===== src/rtl/mem_access_unit_pkg.sv =====
// ---------------------------------------------------------------------------
// mem_access_pkg
// Shared definitions for the load/store front end (mem_access_unit) and its
// lane alignment helper (lane_align).
//   DATA_W       : memory word width (fixed at 32, four byte lanes)
//   SZ_BYTE/HALF/WORD : req_size encodings (2'b11 is handled as a word)
//   state_e      : request sequencing states
// ---------------------------------------------------------------------------
package mem_access_pkg;

    localparam int DATA_W = 32;

    localparam logic [1:0] SZ_BYTE = 2'b00;
    localparam logic [1:0] SZ_HALF = 2'b01;
    localparam logic [1:0] SZ_WORD = 2'b10;

    typedef enum logic [1:0] {
        IDLE = 2'd0,
        RD   = 2'd1,
        WR   = 2'd2,
        RESP = 2'd3
    } state_e;

endpackage


===== src/rtl/mem_access_unit_lane_align.sv =====
// ---------------------------------------------------------------------------
// lane_align
// Combinational little-endian lane logic for the load/store front end.
//   off_i      : byte offset within the word (addr[1:0])
//   size_i     : access size (byte / half / word, 2'b11 = word)
//   unsigned_i : zero-extend loads when 1, sign-extend when 0
//   old_i      : word currently held in memory
//   new_i      : right-justified store data
//   load_o     : extracted and extended load value
//   merge_o    : old word with the store lane replaced
// Halfwords select their lane with off_i[1] only; words ignore the offset.
// ---------------------------------------------------------------------------
module lane_align
    import mem_access_pkg::*;
(
    input  logic [1:0]        off_i,
    input  logic [1:0]        size_i,
    input  logic              unsigned_i,
    input  logic [DATA_W-1:0] old_i,
    input  logic [DATA_W-1:0] new_i,
    output logic [DATA_W-1:0] load_o,
    output logic [DATA_W-1:0] merge_o
);

    logic [7:0]  byte_lane;
    logic [15:0] half_lane;

    assign byte_lane = old_i[{off_i, 3'b000} +: 8];
    assign half_lane = off_i[1] ? old_i[31:16] : old_i[15:0];

    always_comb begin
        load_o  = old_i;
        merge_o = new_i;
        case (size_i)
            SZ_BYTE: begin
                load_o  = {{24{~unsigned_i & byte_lane[7]}}, byte_lane};
                merge_o = old_i;
                merge_o[{off_i, 3'b000} +: 8] = new_i[7:0];
            end
            SZ_HALF: begin
                load_o  = {{16{~unsigned_i & half_lane[15]}}, half_lane};
                merge_o = old_i;
                if (off_i[1]) begin
                    merge_o[31:16] = new_i[15:0];
                end else begin
                    merge_o[15:0] = new_i[15:0];
                end
            end
            default: begin
                load_o  = old_i;
                merge_o = new_i;
            end
        endcase
    end

endmodule


===== src/rtl/mem_access_unit.sv =====
// ---------------------------------------------------------------------------
// mem_access_unit
// Load/store front end for a word-only data memory. Byte/half/word requests
// arrive on a valid/ready handshake; sub-word stores become read-modify-write
// sequences, loads return an extended value as a one-cycle response pulse.
//
// Ports
//   clk, rst_n              : clock, asynchronous active-low reset
//   req_valid / req_ready   : request handshake (ready only in IDLE)
//   req_we, req_size,
//   req_unsigned, req_addr,
//   req_wdata               : request fields, captured on acceptance
//   rsp_valid, rsp_rdata,
//   rsp_err                 : completion pulse, load data, misalign flag
//   dm_addr, dm_din, dm_wen : memory word index, write data, write enable
//   dm_dout                 : memory read data (combinational from dm_addr)
//
// Build option
//   MEM_ACCESS_MISALIGN_EXC_EN : when defined, misaligned halves/words skip
//   the memory and respond immediately with rsp_err=1. When undefined,
//   alignment is not checked and rsp_err is always 0.
// ---------------------------------------------------------------------------
module mem_access_unit
    import mem_access_pkg::*;
#(
    parameter int ADDR_W = 12
) (
    input  logic              clk,
    input  logic              rst_n,
    input  logic              req_valid,
    output logic              req_ready,
    input  logic              req_we,
    input  logic [1:0]        req_size,
    input  logic              req_unsigned,
    input  logic [ADDR_W-1:0] req_addr,
    input  logic [DATA_W-1:0] req_wdata,
    output logic              rsp_valid,
    output logic [DATA_W-1:0] rsp_rdata,
    output logic              rsp_err,
    output logic [ADDR_W-3:0] dm_addr,
    output logic [DATA_W-1:0] dm_din,
    output logic              dm_wen,
    input  logic [DATA_W-1:0] dm_dout
);

    state_e              state_q;
    logic [ADDR_W-1:0]   addr_q;
    logic [1:0]          size_q;
    logic                we_q;
    logic                uns_q;
    logic [DATA_W-1:0]   wdata_q;
    logic [DATA_W-1:0]   rdata_q;
    logic [DATA_W-1:0]   merge_q;
    logic                rsp_valid_q;
    logic                rsp_err_q;
    logic                dm_wen_q;

    logic [DATA_W-1:0]   load_d;
    logic [DATA_W-1:0]   merge_d;
    logic                misalign;

`ifdef MEM_ACCESS_MISALIGN_EXC_EN
    // req_size[1] covers both 2'b10 and the word alias 2'b11.
    assign misalign = ((req_size == SZ_HALF) && req_addr[0]) ||
                      (req_size[1] && (req_addr[1:0] != 2'b00));
`else
    assign misalign = 1'b0;
`endif

    lane_align u_lane_align (
        .off_i      (addr_q[1:0]),
        .size_i     (size_q),
        .unsigned_i (uns_q),
        .old_i      (dm_dout),
        .new_i      (wdata_q),
        .load_o     (load_d),
        .merge_o    (merge_d)
    );

    always_ff @(posedge clk or negedge rst_n) begin
        if (!rst_n) begin
            state_q     <= IDLE;
            addr_q      <= '0;
            size_q      <= '0;
            we_q        <= 1'b0;
            uns_q       <= 1'b0;
            wdata_q     <= '0;
            rdata_q     <= '0;
            merge_q     <= '0;
            rsp_valid_q <= 1'b0;
            rsp_err_q   <= 1'b0;
            dm_wen_q    <= 1'b0;
        end else begin
            case (state_q)
                IDLE: begin
                    rsp_valid_q <= 1'b0;
                    rsp_err_q   <= 1'b0;
                    if (req_valid) begin
                        addr_q  <= req_addr;
                        size_q  <= req_size;
                        we_q    <= req_we;
                        uns_q   <= req_unsigned;
                        wdata_q <= req_wdata;
                        // Stores and errors report zero data.
                        rdata_q <= '0;
                        if (misalign) begin
                            state_q     <= RESP;
                            rsp_valid_q <= 1'b1;
                            rsp_err_q   <= 1'b1;
                        end else if (req_we && req_size[1]) begin
                            // Full-word store needs no read.
                            state_q  <= WR;
                            dm_wen_q <= 1'b1;
                        end else begin
                            state_q <= RD;
                        end
                    end
                end
                RD: begin
                    if (we_q) begin
                        merge_q  <= merge_d;
                        state_q  <= WR;
                        dm_wen_q <= 1'b1;
                    end else begin
                        rdata_q     <= load_d;
                        state_q     <= RESP;
                        rsp_valid_q <= 1'b1;
                    end
                end
                WR: begin
                    dm_wen_q    <= 1'b0;
                    state_q     <= RESP;
                    rsp_valid_q <= 1'b1;
                end
                RESP: begin
                    rsp_valid_q <= 1'b0;
                    rsp_err_q   <= 1'b0;
                    state_q     <= IDLE;
                end
                default: begin
                    state_q <= IDLE;
                end
            endcase
        end
    end

    assign req_ready = (state_q == IDLE);
    assign rsp_valid = rsp_valid_q;
    assign rsp_rdata = rsp_valid_q ? rdata_q : '0;
    assign rsp_err   = rsp_err_q;
    assign dm_addr   = addr_q[ADDR_W-1:2];
    assign dm_wen    = dm_wen_q;
    // Write data is only driven while the write strobe is up.
    assign dm_din    = dm_wen_q ? (size_q[1] ? wdata_q : merge_q) : '0;

endmodule

===== config.mk =====
export PLATFORM = sky130hd
export DESIGN_NAME = mem_access_unit
export DESIGN_NICKNAME = d
export VERILOG_FILES = /design/src/rtl/mem_access_unit_pkg.sv /design/src/rtl/mem_access_unit_lane_align.sv /design/src/rtl/mem_access_unit.sv
export SDC_FILE = /design/constraint.sdc
export NUM_CORES = 1
export LEC_CHECK = 0
export ABC_CLOCK_PERIOD_IN_PS = 4500
export BUFFER_PORTS_ARGS = -buffer_cell sky130_fd_sc_hd__buf_4
export CAP_MARGIN = 25
export CORE_MARGIN = 2
export CORE_UTILIZATION = 42
export DETAILED_ROUTE_END_ITERATION = 10
export GPL_TIMING_DRIVEN = 0
export SLEW_MARGIN = 40
export SYNTH_ARGS = -nofsm -noshare
export SYNTH_HDL_FRONTEND = slang
export SYNTH_HIERARCHICAL = 1
export SYNTH_SLANG_ARGS = --single-unit

===== constraint.sdc =====
create_clock -name clk -period 4.5 [get_ports clk]
set_clock_uncertainty 0.2 [all_clocks]
set_input_delay 1.125 -clock clk [delete_from_list [all_inputs] [get_ports clk]]
set_output_delay 1.125 -clock clk [all_outputs]
set_load 0.05 [all_outputs]

# [Word-level counts from Yosys, hierarchy flattened]
# Index checks and enable logic that the tools add are counted.
[op_classes] addsub=1 mul=0 div_mod_pow=0 magnitude_cmp=0 n_eq_ne=8 shift=3 muxes=22 bitwise_logic=3 n_reduce_logical=10
[ops] operator="32-bit case mux with 2 select lines" count=3
[ops] operator="32-bit 2-to-1 mux" count=5
[ops] operator="16-bit 2-to-1 mux" count=3
[ops] operator="32-bit bitwise mux" count=1
[ops] operator="8-bit by 7-bit variable shift with 32-bit output, first input constant" count=1
[ops] operator="32-bit by 6-bit variable part select with 8-bit output" count=1
[ops] operator="8-bit by 7-bit variable part select with 32-bit output" count=1
[ops] operator="2-bit case mux with 4 select lines" count=1
[ops] operator="5-bit negator with 7-bit output" count=1
[ops] operator="2-bit != test, second input constant" count=3
[ops] operator="1-bit case mux with 3 select lines" count=2
[ops] operator="1-bit 2-to-1 mux" count=5
[ops] operator="2-bit by 1-bit == test with 1-bit output, second input constant" count=2
[ops] operator="2-bit == test, second input constant" count=2
[ops] operator="2-bit zero test" count=2
[ops] operator="2-bit 2-to-1 mux" count=2
[ops] operator="2-bit AND reduction" count=2
[ops] operator="4-bit AND reduction" count=1
[ops] operator="3-bit AND reduction" count=1
[ops] operator="3-bit nonzero test" count=1
[ops] operator="1-bit bitwise AND" count=2
[ops] operator="2-bit by 1-bit != test with 1-bit output, second input constant" count=1
[ops] operator="2-bit nonzero test" count=1
[ops] operator="2-bit OR reduction" count=1
[ops] operator="other kinds (2)" count=2
[totals] reg_bits=116 latch_bits=0 ramBits=0 romBits=0 inputBits=83 n_memories=0

# [Depth between registers and ports, before layout]
[logic_depth] word_depth=5 depth_mapped=9

# [Hierarchy]
# Netlist, hierarchy kept.
[by_module_without_submodules] module="mem_access_unit" instances=1 cells_per_inst=456 area_each_um2=5561.6
[by_module_without_submodules] module="lane_align" instances=1 cells_per_inst=235 area_each_um2=1570.3

# [Worst setup path before layout]
# OpenSTA, ideal clock, no wires.
[synth_timing] kind="reg-to-output" startpoint="register dm_wen_q, in the netlist dm_wen" endpoint="output dm_din[10]" arrival_time_ps=1685 required_time_ps=3175 setup_slack_ps=1490 path_stages_with_launch=4 path_buffers=1 path_cell_list="dfrtp_1 inv_1 clkbuf_1 nor2_1"
[synth_between] elab_chain_cells=1
[synth_lines] item="from (decl)" line="mem_access_unit.sv:56" source="logic dm_wen_q;"
[synth_lines] item="from (signal assigned)" line="mem_access_unit.sv:92" source="dm_wen_q <= 1'b0;"
[synth_lines] item="from (signal assigned)" line="mem_access_unit.sv:113" source="dm_wen_q <= 1'b1;"
[synth_lines] item="from (signal assigned)" line="mem_access_unit.sv:123" source="dm_wen_q <= 1'b1;"
[synth_lines] item="32-bit 2-to-1 mux" line="mem_access_unit.sv:154" source="assign dm_din = dm_wen_q ? (size_q[1] ? wdata_q : merge_q) : '0;"
[synth_lines] item="to (decl)" line="mem_access_unit.sv:41" source="output logic [DATA_W-1:0] dm_din,"
# Every way passes these cells.

# [Worst setup path in the final report]
[layout_timing] startpoint="register dm_wen_q, in the netlist dm_wen" endpoint="output dm_din[30]"
# Same word-level chain as after synthesis.

==> flow_metrics.py <==
metrics = {
    "power_and_ir_drop": {
        "irDropWorstVdd_mv": 0.598,
        "fin_total_pwr_w": 0.00860,
        "p_leak_nw": 4.45,
        "p_per_area_mw_per_mm2": 932,
    },
    "sta": {
        "fin_crit_sh": 0.733,
        "worstMarginPinSlew_ns": 0.719,
        "final_hold_viol_count": 0,
        "fmax_mhz": 303,
        "period_minus_slack_ns": 3.30,
        "rsz0062_at_grt": "no",
        "relSlewSlack": 0.520,
        "setup_tns_ns": 0,
        "setup_viol": 0,
        "finalMaxSlewViolations": 0,
    },
    "run_status": {
        "status": "complete, no violations",
    },
    "worst_setup_path": {
        "required_ns": 3.17,
        "crit_path_cell_trace": "inv_1 > clkbuf_1 > nor2_1 > buf_4",
        "path_delay_family": "buffers and inverters",
        "crit_fanout": 10,
        "rr_worst_depth": 9,
        "r2r_slack_ns": 1.76,
        "r2r_start": "addr_q[1]$_DFFE_PN0P_",
        "crit_arrival_ns": 1.97,
        "path_class": "reg2out",
        "critPathCaptureType": "output pin",
        "max_stage_delay_ns": 0.44,
        "path_buf_inv": 3,
        "critPathLaunchType": "flip-flop",
        "worstReg2RegEnd": "merge_q[20]$_DFFE_PN0P_",
        "cp_slowest_cell": "clkbuf_1",
    },
    "final_layout": {
        "fin_nets": 963,
        "antenna-diode-count": 0,
        "drive_above_1_share": 0.395,
        "area_delta_synth_final_pct": 29.3,
    },
    "synth": {
        "syn_nets": 784,
        "yosysWarnings": 6,
        "syn_area_mm2": 0.00713,
        "synthSimpleGateAreaFrac": 0.139,
        "synth_seq_cells": 116,
        "avgSynthCellArea_um2": 10.3,
        "yosysUniqueCellTypes": 51,
        "synth_adder_area_share": 0.0175,
        "synth_xor_area_frac": 0,
        "yosysSeqAreaShare": 0.407,
        "synth_top_family_by_area": "multiplexers",
        "synth_area_leaders": "dfrtp_1 (41%), mux2_4 (8.0%), mux2_2 (7.9%), mux2i_1 (5.5%), nand2_1 (3.3%)",
        "ys.flop_type": "dfrtp_1",
        "yosys.area.top_type": "dfrtp_1",
        "async_flop_share": 1.00,
        "synth_edf_count": 0,
        "synthCells": 691,
        "synth_top_area_frac": 0.407,
        "synth_compound_area_frac": 0.141,
        "muxShareOfSynthArea": 0.214,
    },
    "global_route": {
        "grt_antenna_before_repair": 0,
        "grt_pass1_vias": 6000,
        "grtUsageTotal": 0.257,
        "grt_pass1_wl_um": 35100,
        "gr-usage-met1": 0.350,
        "grt_use_met2": 0.413,
        "grt-busiest-layer": "met2",
        "grt_use_met3": 0.0590,
        "grt_max_degree": 64,
        "grt_overflow": 0,
    },
    "detailed_routing": {
        "drtPass1Iterations": 6,
        "drc": 0,
        "detail_route.wl_per_cell_um": 20.6,
        "vias": 6031,
        "ant_nets": 0,
        "drt_wl_total_um": 22700,
        "viasPerCell": 5.47,
        "drt_iter0_markers": 408,
    },
    "clock_tree": {
        "cts.sinks": 116,
        "cts_resized": 0,
        "clock_latency_ns": 0.42,
        "hold_buffers": 0,
        "cts-root-buf": "clkbuf_16",
        "cts_setup_buffers": 0,
        "htreeDepth": 4,
        "cts.clk_slew.worst_paths_ns": 0.05,
        "cts_max_path_buffers": 2,
        "cts-buffers-inserted": 17,
        "cts_tree": "built",
    },
    "floorplan": {
        "die_area_mm2": 0.0180,
        "rows": 47,
        "fp.dieW_um": 134,
        "core_mm2": 0.0166,
        "ios": 161,
        "die_h_um": 134,
        "start_util": 0.430,
    },
    "placement": {
        "numPortBuffers": 159,
        "dpl.hpwl_um": 17400,
        "gp_congestion": 0.922,
    },
    "hold_path": {
        "hold_depth": 1,
        "hold_class": "reg2reg",
        "hp-start": "merge_q[0]$_DFFE_PN0P_",
        "worstHoldEndpoint": "merge_q[0]$_DFFE_PN0P_",
    },
    "flow_run": {
        "cap_viol_max_count": 0,
    },
}
## registers in the layout (all words and copies together), names as in the netlist
signal / flops
merge_q: 32
rdata_q: 32
wdata_q: 32
addr_q: 12
size_q: 2
state_q: 2
dm_wen: 1
rsp_valid: 1
uns_q: 1
we_q: 1
## final cells by class
type	count	area [um2]
buffer	61	402
clock buffer	20	457
clock inverter	12	130
fill	1515	7360
inverter	47	176
multi-input combinational	467	3650
sequential	116	2900
tap	220	275
timing repair buffer	160	1230
## cells in the mapped netlist, types with 12 or more instances
cell type  instances
mux2_2            50
nand2_1           63
mux2_4            38
mux2i_1           39
clkbuf_1          15
nand4_1           32
dfrtp_1          116
nor2_1            40
a221o_1           16
buf_2             17
o21ai_1           31
buf_4             17
inv_1             46
a21oi_1           12
and2_1            33
o21ai_0           19
## cell families after synthesis
| family | after synthesis |
|---|---|
| other | 1 |
| adders and majority gates | 10 |
| AOI/OAI and AO/OA | 135 |
| buffers and inverters | 108 |
| muxes | 127 |
| DFF | 116 |
| and+or+nand+nor | 194 |
## how the worst max path moves through the flow
stage | start | to | slack [ns] | depth (start not counted)
final | dm_wen$_DFFE_PN0P_ | dm_din[30] | 1.20 | 4
after global routing | dm_wen$_DFFE_PN0P_ | dm_din[28] | 1.06 | 4
after CTS | dm_wen$_DFFE_PN0P_ | dm_din[30] | 1.20 | 4
after detailed placement | dm_wen$_DFFE_PN0P_ | dm_din[30] | 1.65 | 4
after global placement | dm_wen$_DFFE_PN0P_ | dm_din[22] | 1.67 | 4
after floorplan | dm_wen$_DFFE_PN0P_ | dm_din[10] | 1.49 | 3
## routing by layer
metal / wire length, um / up-vias
met3: 1530 / 30
met4: 445 / 0
met1: 9900 / 2945
li1: - / 2808
met2: 10800 / 248
met5: 0 / -
## worst reg2reg max path, cell delays in order (launching register included)
cell	delay, ns
dfrtp_1	0.43
buf_4	0.21
buf_4	0.20
inv_1	0.16
ha_1	0.41
nand2b_1	0.14
nor3b_2	0.43
nand2_1	0.10
a32oi_1	0.22
mux2_4	0.17
## metrics by stage
stage	worst slack, ns	hold WS, ns	std cells	util	area [um2]
after global placement	1.67	0.288	1070	0.519	8600
after detailed placement	1.65	0.291	1071	0.521	8640
after global routing	1.06	0.318	1103	0.556	9220
after CTS	1.20	0.305	1103	0.556	9220
after floorplan	1.49	0.273	691	-	7130
final	1.20	0.304	1103	0.556	9220
## placed cells by master, fill, tap and decap left out, types with 3 or more instances in the layout
| cell type | Yosys | layout |
|---|---|---|
| dfrtp_1 | 116 | 116 |
| nand2_1 | 63 | 63 |
| buf_2 | 17 | 17 |
| a22oi_1 | 5 | 5 |
| a2bb2oi_1 | 7 | 7 |
| buf_4 | 17 | 175 |
| clkinv_2 | 0 | 3 |
| a222oi_1 | 7 | 7 |
| nand2b_1 | 7 | 7 |
| nor2b_1 | 5 | 5 |
| clkbuf_1 | 15 | 16 |
| a221oi_1 | 7 | 7 |
| mux2_4 | 38 | 38 |
| nand4_1 | 32 | 32 |
| and2_1 | 33 | 33 |
| o21ai_0 | 19 | 19 |
| o21ai_1 | 31 | 31 |
| inv_1 | 46 | 46 |
| clkbuf_16 | 0 | 17 |
| nor2_1 | 40 | 40 |
| buf_6 | 10 | 10 |
| ha_1 | 10 | 10 |
| mux2i_1 | 39 | 39 |
| a21oi_1 | 12 | 12 |
| clkinvlp_4 | 0 | 5 |
| a221o_1 | 16 | 16 |
| a22o_1 | 10 | 10 |
| mux2_2 | 50 | 50 |
| a21oi_2 | 10 | 10 |
## power breakdown
group / internal, W / switching (W) / total [W] / leakage, nW
Sequential: 0.00153 / 0.000472 / 0.00200 / 1.43
Combinational: 0.00211 / 0.00315 / 0.00526 / 2.75
Clock: 0.000841 / 0.000499 / 0.00134 / 0.274
(Power assumes the default switching activity.)
